<file path="src/rtl/weight_arb_pkg.sv">
// ---------------------------------------------------------------------------
// weight_arb_pkg
// Shared types and helpers for the weight memory fetch arbiter.
//   - state_e      : burst FSM encoding (IDLE / BURST / DONE)
//   - DEF_*        : default width parameters
//   - unpack_slice : extracts field i of a packed per-requester bus
// ---------------------------------------------------------------------------
package weight_arb_pkg;

    typedef enum logic [1:0] {
        IDLE  = 2'b00,
        BURST = 2'b01,
        DONE  = 2'b10
    } state_e;

    localparam int DEF_DATA_WIDTH = 32;
    localparam int DEF_ADDR_WIDTH = 10;
    localparam int DEF_NUM_REQ    = 2;
    localparam int DEF_LEN_WIDTH  = 8;

    // Widest single field and widest packed bus (8 requesters) the helper handles.
    localparam int MAX_FIELD_W = 32;
    localparam int MAX_BUS_W   = 8 * MAX_FIELD_W;

    // Returns bits [idx*w +: w] of bus, zero-extended to MAX_FIELD_W.
    function automatic logic [MAX_FIELD_W-1:0] unpack_slice(
        input logic [MAX_BUS_W-1:0] bus,
        input int                   idx,
        input int                   w
    );
        logic [MAX_BUS_W-1:0]   shifted;
        logic [MAX_FIELD_W-1:0] mask;
        shifted = bus >> (idx * w);
        mask    = '0;
        for (int b = 0; b < MAX_FIELD_W; b++) begin
            if (b < w) begin
                mask[b] = 1'b1;
            end
        end
        return shifted[MAX_FIELD_W-1:0] & mask;
    endfunction

endpackage

</file>
<file path="src/rtl/weight_fetch_arbiter_rr_arbiter.sv">
// ---------------------------------------------------------------------------
// rr_arbiter
// Combinational arbiter. Searches req_i starting at ptr_i, wrapping, and
// grants the first asserted request.
// With WEIGHT_ARB_FIXED_PRIO_EN defined the pointer is ignored and the
// lowest index always wins.
// Ports:
//   req_i   in  NUM_REQ   request vector
//   ptr_i   in  ID_WIDTH  search start index
//   grant_o out NUM_REQ   one-hot grant, zero when no request
//   idx_o   out ID_WIDTH  index of the winner
//   any_o   out 1         at least one request present
// ---------------------------------------------------------------------------
module rr_arbiter
    import weight_arb_pkg::*;
#(
    parameter int NUM_REQ  = DEF_NUM_REQ,
    parameter int ID_WIDTH = $clog2(NUM_REQ)
) (
    input  logic [NUM_REQ-1:0]  req_i,
    input  logic [ID_WIDTH-1:0] ptr_i,
    output logic [NUM_REQ-1:0]  grant_o,
    output logic [ID_WIDTH-1:0] idx_o,
    output logic                any_o
);

`ifdef WEIGHT_ARB_FIXED_PRIO_EN
    logic unused_ptr;
    assign unused_ptr = ^ptr_i;
`endif

    int cand;

    always_comb begin
        grant_o = '0;
        idx_o   = '0;
        any_o   = 1'b0;
        cand    = 0;
        for (int k = 0; k < NUM_REQ; k++) begin
`ifdef WEIGHT_ARB_FIXED_PRIO_EN
            cand = k;
`else
            cand = int'(ptr_i) + k;
            if (cand >= NUM_REQ) begin
                cand = cand - NUM_REQ;
            end
`endif
            if (!any_o && req_i[cand]) begin
                any_o         = 1'b1;
                grant_o[cand] = 1'b1;
                idx_o         = cand[ID_WIDTH-1:0];
            end
        end
    end

endmodule

</file>
<file path="src/rtl/weight_fetch_arbiter.sv">
// ---------------------------------------------------------------------------
// weight_fetch_arbiter
// Shares the single combinational read port of the weight memory between
// NUM_REQ engines fetching bursts of consecutive words. One burst at a time;
// beats are streamed back with valid/ready, requester id and last flag.
// Option macro: WEIGHT_ARB_FIXED_PRIO_EN (fixed lowest-index priority, no
// round-robin pointer). Default build is round-robin.
// Ports:
//   clk, rst            clock, synchronous active-high reset
//   req_valid/req_ready per-requester handshake (req_ready one-hot grant)
//   req_base, req_len   packed per-requester base address / word count
//   mem_addr, mem_data  weight memory read port (same-cycle data)
//   rsp_valid/rsp_ready response handshake
//   rsp_data, rsp_id, rsp_last  beat payload
//   busy                state other than IDLE
//   done                one-cycle pulse at burst completion
// ---------------------------------------------------------------------------
module weight_fetch_arbiter
    import weight_arb_pkg::*;
#(
    parameter int DATA_WIDTH = DEF_DATA_WIDTH,
    parameter int ADDR_WIDTH = DEF_ADDR_WIDTH,
    parameter int NUM_REQ    = DEF_NUM_REQ,
    parameter int LEN_WIDTH  = DEF_LEN_WIDTH,
    parameter int ID_WIDTH   = $clog2(NUM_REQ)
) (
    input  logic                          clk,
    input  logic                          rst,
    input  logic [NUM_REQ-1:0]            req_valid,
    output logic [NUM_REQ-1:0]            req_ready,
    input  logic [NUM_REQ*ADDR_WIDTH-1:0] req_base,
    input  logic [NUM_REQ*LEN_WIDTH-1:0]  req_len,
    output logic [ADDR_WIDTH-1:0]         mem_addr,
    input  logic [DATA_WIDTH-1:0]         mem_data,
    output logic                          rsp_valid,
    input  logic                          rsp_ready,
    output logic [DATA_WIDTH-1:0]         rsp_data,
    output logic [ID_WIDTH-1:0]           rsp_id,
    output logic                          rsp_last,
    output logic                          busy,
    output logic                          done
);

    state_e                state_q, state_d;
    logic [ID_WIDTH-1:0]   id_q, id_d;
    logic [ADDR_WIDTH-1:0] addr_q, addr_d;
    logic [LEN_WIDTH-1:0]  rem_q, rem_d;

    logic [NUM_REQ-1:0]    grant;
    logic [ID_WIDTH-1:0]   win;
    logic                  any_req;
    logic [ID_WIDTH-1:0]   arb_ptr;

    logic [MAX_BUS_W-1:0]   base_bus, len_bus;
    logic [MAX_FIELD_W-1:0] win_base, win_len;
    logic [LEN_WIDTH-1:0]   win_len_w;
    logic                   unused_hi;

    assign base_bus  = MAX_BUS_W'(req_base);
    assign len_bus   = MAX_BUS_W'(req_len);
    assign win_base  = unpack_slice(base_bus, int'(win), ADDR_WIDTH);
    assign win_len   = unpack_slice(len_bus, int'(win), LEN_WIDTH);
    assign win_len_w = win_len[LEN_WIDTH-1:0];
    assign unused_hi = ^{win_base[MAX_FIELD_W-1:ADDR_WIDTH], win_len[MAX_FIELD_W-1:LEN_WIDTH]};

    rr_arbiter #(
        .NUM_REQ  (NUM_REQ),
        .ID_WIDTH (ID_WIDTH)
    ) u_arb (
        .req_i   (req_valid),
        .ptr_i   (arb_ptr),
        .grant_o (grant),
        .idx_o   (win),
        .any_o   (any_req)
    );

`ifdef WEIGHT_ARB_FIXED_PRIO_EN
    assign arb_ptr = '0;
`else
    logic [ID_WIDTH-1:0] ptr_q, ptr_d;

    always_comb begin
        ptr_d = ptr_q;
        if (state_q == IDLE && any_req) begin
            if (int'(win) == NUM_REQ - 1) begin
                ptr_d = '0;
            end else begin
                ptr_d = win + 1'b1;
            end
        end
    end

    always_ff @(posedge clk) begin
        if (rst) begin
            ptr_q <= '0;
        end else begin
            ptr_q <= ptr_d;
        end
    end

    assign arb_ptr = ptr_q;
`endif

    always_comb begin
        state_d = state_q;
        id_d    = id_q;
        addr_d  = addr_q;
        rem_d   = rem_q;
        case (state_q)
            IDLE: begin
                if (any_req) begin
                    id_d    = win;
                    addr_d  = win_base[ADDR_WIDTH-1:0];
                    rem_d   = win_len_w;
                    state_d = (win_len_w != '0) ? BURST : DONE;
                end
            end
            BURST: begin
                if (rsp_ready) begin
                    addr_d = addr_q + 1'b1;
                    rem_d  = rem_q - 1'b1;
                    if (rem_q == LEN_WIDTH'(1)) begin
                        state_d = DONE;
                    end
                end
            end
            DONE:    state_d = IDLE;
            default: state_d = IDLE;
        endcase
    end

    always_ff @(posedge clk) begin
        if (rst) begin
            state_q <= IDLE;
            id_q    <= '0;
            addr_q  <= '0;
            rem_q   <= '0;
        end else begin
            state_q <= state_d;
            id_q    <= id_d;
            addr_q  <= addr_d;
            rem_q   <= rem_d;
        end
    end

    // Grant is only visible in IDLE so a request can never be accepted mid-burst.
    assign req_ready = (state_q == IDLE && !rst) ? grant : '0;
    assign mem_addr  = addr_q;
    assign rsp_valid = (state_q == BURST);
    assign rsp_data  = mem_data;
    assign rsp_id    = id_q;
    assign rsp_last  = (state_q == BURST) && (rem_q == LEN_WIDTH'(1));
    assign busy      = (state_q != IDLE);
    assign done      = (state_q == DONE);

endmodule

</file>
<file path="config.mk">
export PLATFORM = sky130hd
export DESIGN_NAME = weight_fetch_arbiter
export DESIGN_NICKNAME = d
export VERILOG_FILES = /design/src/rtl/weight_arb_pkg.sv /design/src/rtl/weight_fetch_arbiter_rr_arbiter.sv /design/src/rtl/weight_fetch_arbiter.sv
export SDC_FILE = /design/constraint.sdc
export NUM_CORES = 1
export LEC_CHECK = 0
export ABC_AREA = 1
export CORE_AREA = 8 8 85 87
export CTS_CLUSTER_DIAMETER = 40
export DETAILED_ROUTE_END_ITERATION = 6
export DIE_AREA = 0 0 93 95
export PLACE_DENSITY = 0.75
export SLEW_MARGIN = 20
export SYNTH_ARGS = -nofsm -noshare
export SYNTH_HDL_FRONTEND = slang
export SYNTH_SLANG_ARGS = --single-unit
</file>
<file path="constraint.sdc">
create_clock -name clk -period 1.45 [get_ports clk]
set_input_delay 0.145 -clock clk [delete_from_list [all_inputs] [get_ports clk]]
set_output_delay 0.145 -clock clk [all_outputs]
set_load 0.005 [all_outputs]
</file>
# After elaboration in Yosys (flattened, before gate mapping)
# Index checks and enable logic that the tools add are counted.
# word_totals
reg_bits	22
in_bits	73
out_inout_bits	49
# op_classes
add_sub_neg	6
n_mul	1
n_lt_le_gt_ge	6
n_eq_ne	6
shift	2
muxes	31
bitwise	1
reduce_logical	15
# ops
operator	count
greater-or-equal comparator 32 x 1 -> 1 bit (second input constant)	2
< comparator 32 x 3 -> 1 bit (second input constant)	2
two-way mux 32 bit	2
greater-or-equal comparator 32 x 3 -> 1 bit (second input constant)	1
subtractor 32 x 3 -> 32 bit (second input constant)	1
two-way mux 10 bit	2
case mux 10 bit (2 select lines)	1
>> shifter 20 x 5 -> 10 bit	1
two-way mux 8 bit	2
case mux 8 bit (2 select lines)	1
>> shifter 16 x 4 -> 8 bit	1
two-way mux 2 bit	7
two-way mux 1 bit	13
adder 10 x 1 -> 10 bit (second input constant)	1
== test 8 x 1 -> 1 bit (second input constant)	1
nonzero test 8 bit	1
subtractor 8 x 1 -> 8 bit (second input constant)	1
logical AND 1 bit	6
AND reduction 3 bit	2
multiplier 1 x 3 -> 4 bit (second input constant)	1
inequality test 2 x 1 -> 1 bit (second input constant)	2
case mux 2 bit (2 select lines)	1
nonzero test 2 bit	2
subtractor 1 x 2 -> 3 bit (second input constant)	1
other kinds (11)	13

# Longest topological paths before layout
# depth
ltp_word	14
ltp_mapped	12

# By module
# From an unflattened synthesis, not the netlist that was laid out.
# unflattened
hier_cells	322
area_unflattened_um2	1914.3
# by_module_without_submodules
mod	n_inst	cells_each	area_each_um2	seq_area_each_um2
weight_fetch_arbiter	1	308	1859.3	440.4
rr_arbiter	1	14	55.1	0.0

# Worst setup path before layout
# Ideal clock, no wire load.
# synth_timing
path_type	flip-flop to flip-flop
startpoint	register state_q[0]
endpoint	register addr_q[5], in the netlist mem_addr[5]
t_arrival_ns	1.324
t_required_ns	1.331
setup_slack_ns	0.007
path_stages_with_launch	10
path_buffers	1
period_less_slack_ns	1.443
cell_sequence	dfxtp_1 inv_2 nor2_4 inv_2 or2_4 nand3_4 inv_4 buf_6 o21ai_1 nor2_1
# synth_via
elab_chain_len	3
elab_cells_between_ends	7
classes_between	3 x eq/ne; 1 x mux; 3 x reduce/logical
# synth_rtl
item	line_no	text
from (decl)	weight_fetch_arbiter.sv:44	state_e state_q, state_d;
from (signal assigned)	weight_fetch_arbiter.sv:139	state_q <= state_d;
== test 2 x 1 -> 1 bit or logical NOT 2 bit (tied branches)	weight_fetch_arbiter.sv:109	case (state_q)
inequality test 2 x 1 -> 1 bit (no line) (tied with other cells)	--	
AND reduction 3 bit (no line)	--	
to (signal assigned)	weight_fetch_arbiter.sv:141	addr_q <= addr_d;
to (decl)	weight_fetch_arbiter.sv:46	logic [ADDR_WIDTH-1:0] addr_q, addr_d;
# Parallel ways exist; a longest one is shown, timed or not.
# A chain may end at the register's enable or synchronous reset.

# Final worst setup path
# layout_timing
startpoint	register state_q[0]
endpoint	register rem_q[2]
# layout_via
elab_chain_len	3
elab_cells_between_ends	7
classes_between	3 x eq/ne; 1 x mux; 3 x reduce/logical
# layout_rtl
item	line_no	text
== test 2 x 1 -> 1 bit or logical NOT 2 bit (tied branches)	weight_fetch_arbiter.sv:109	
inequality test 2 x 1 -> 1 bit (no line) (tied with other cells)	--	
AND reduction 3 bit (no line)	--	
to (signal assigned)	weight_fetch_arbiter.sv:142	rem_q <= rem_d;
to (decl)	weight_fetch_arbiter.sv:47	logic [LEN_WIDTH-1:0] rem_q, rem_d;
# Parallel ways exist; a longest one is shown, timed or not.

==> reports/qor.csv <==
metric,value,unit
cp-endpoint,rem_q[2],
seqCellArea,448,um^2
multi_input_area,1130,um^2
ys_warn_count,0,
grt_overflow,0,
yosysSeqAreaShare,23.5,%
synthCells,308,
fillers,581,
clkLatencyLatePin,0.27,ns
cp_max_fo,6,
rsz0062_at_grt,yes,
drc,0,
synth_area,1870,um^2
power_leakage,0.00127,uW
vias,2167,
outcome,"finished, violations left",
rrSetupSlack,-0.08,ns
worst_pin_slew,0.283,ns
ant_nets,0,
ys_seq_elements,22,
max_freq,0.654,GHz
instances_no_fill,446,
fin_nets,448,
diodes,0,
reg2reg_from,state_q[0],
core-area,5820,um^2
finalSetupViolCount,7,
hold_viol,0,
final_layout_size_suffix_gt1_share,26.1,%
wl,5910,um
cts_sinks,22,
pre_cts_slack,-0.255,ns
fin_crit_sh,106,%
worstRegToRegCells,9,
place.gp.congestion,0.851,
peakVddDrop,1.02,mV
syn-num-nets,384,
cts_tree,yes,
hold_slack,0.290,ns
critPathLaunchType,flip-flop,
r2r-end,rem_q[2],
syn_to_final_growth,49.0,%
power.density,1860,nW/um^2
failed_checks,setup timing,
slew_headroom,81.1,%
via_per_inst,4.86,
required,1.63,ns
design_area,2790,um^2
grt_pass1_wl,9180,um
die_w,93,um
grt_max_degree,20,
drv_cap,0,
path_clk_slew,0.08,ns
placed_area,2520,um^2
worst_setup_path_end_kind,flip-flop,
wire_per_inst,13.2,um
cts_made_buffers,3,
finalClockSkew,0.00189,ns
hp-class,input port to output port,
h-tree-depth,1,
root_buffer,clkbuf_8,
avgSynthCellArea,6.09,um^2
io_pins,122,
hpwl,4290,um
dp_cells,435,
start_util,32.2,%
layout_common_cells,"clkdlybuf4s50_1 (50), nand2_1 (49), nor2_1 (48)",
power,5210,uW
final.min_clock_period,1.53,ns
crit_path_start,state_q[0],
die_h,95,um
fp-row-count,28,
setup_slack,-0.0799,ns
grt_util_all_layers,12.5,%
port_buffers,57,
arrival,1.71,ns
final_common_cell,clkdlybuf4s50_1,
dr.pass1.iters,4,
antenna_found_initial,0,
path_class,flip-flop to flip-flop,
whs_path_depth,0,
clock_path_buffers,2,
dieArea,8840,um^2
drt_iter0_drc,132,
grt_pass1_vias,2047,
synth.distinct_cells,29,
maxSlewViolCount,0,
-- worst max-delay path, cell delays in order (launching register included) --
cell and delay (ns):
dfxtp_2 0.34, inv_2 0.05, nor2_4 0.13, inv_2 0.07, buf_6 0.11, or2_4 0.23, nand3_4 0.13, buf_6 0.15
nor2_1 0.05, a211oi_1 0.18
-- cells in the mapped netlist (all sizes together) --
cell    number  area share [%]
ha           3             2.0
o21ai       37             9.9
clkbuf       4            0.80
xnor2        2            0.93
nand4        2            0.67
nor2        56              12
inv         32             6.5
a211oi       3             1.2
nand2       58              12
nand3b       7             2.8
o22ai        2            0.67
a31o         1            0.47
nand3       16             4.9
dfxtp       22              23
nor3         4             1.1
a21oi       18             4.8
buf         38              15
clkinv       1            0.20
or2          1            0.47
o211ai       1            0.67
-- final cells by class --
class	instances	area share [%]
timing repair buffer	101	32.8
sequential	22	16.0
clock buffer	3	1.48
tap	75	3.36
clock inverter	1	1.08
inverter	33	4.70
multi-input combinational	211	40.6
-- through the flow --
| stage | util, % | setup TNS, ns |
|---|---|---|
| 5_1_grt | 48.0 | -1.43 |
| 3_5_place_dp | 43.3 | -4.04 |
| 4_1_cts | 45.6 | -0.218 |
| 2_1_floorplan | - | 0 |
| 6_report | 48.0 | -0.179 |
| 3_3_place_gp | 43.3 | -3.33 |
-- power by group --
part | switching (uW) | internal, uW
registers | 232 | 900
logic | 1780 | 1700
clock network | 221 | 369
total | 2240 | 2970
-- layer usage --
layer  global-route usage (%)  wire length [um]  share of wire, %  vias up
met2                     21.8              3040                51       67
met1                     14.5              2460                42     1007
li1                         -                 -                 -     1081
met5                        0                 0                 0        -
met3                     3.17               342               5.8       12
met4                     4.03                61               1.0        0
-- sequential cells by signal, summed over array words and instances (netlist names) --
register / count
state_q: 2
mem_addr: 10
rsp_id: 1
arb_ptr: 1
rem_q: 8
-- worst min path at each step --
stage                 startpoint            to  slack [ns]
floorplan            mem_data[0]   rsp_data[0]        0.37
global placement    mem_data[15]  rsp_data[15]        0.29
detailed placement  mem_data[15]  rsp_data[15]        0.29
CTS                 mem_data[15]  rsp_data[15]        0.29
global route        mem_data[30]  rsp_data[30]        0.29
finish              mem_data[10]  rsp_data[10]        0.29
-- repair_timing --
item / CTS / global route
pin swaps: 6 / 7
endpoints found under the setup margin: 21 / 24
cloned: 0 / 0
setup buffers: 1 / 6
resized for setup: 37 / 38
hold buffers: 0 / 0
-- logic make-up (layout without fill, tap and decap cells) --
group,count (synthesis),after routing,share of synthesized area (%)
AOI/OAI and AO/OA,62,62,17.7
xor gates and xnor gates,2,2,0.935
adders and majority gates,3,3,2.00
buffers and inverters,75,138,22.6
DFF,22,22,23.5
and+or+nand+nor,144,144,33.3
Note: power is estimated with default switching activity, not from simulation.
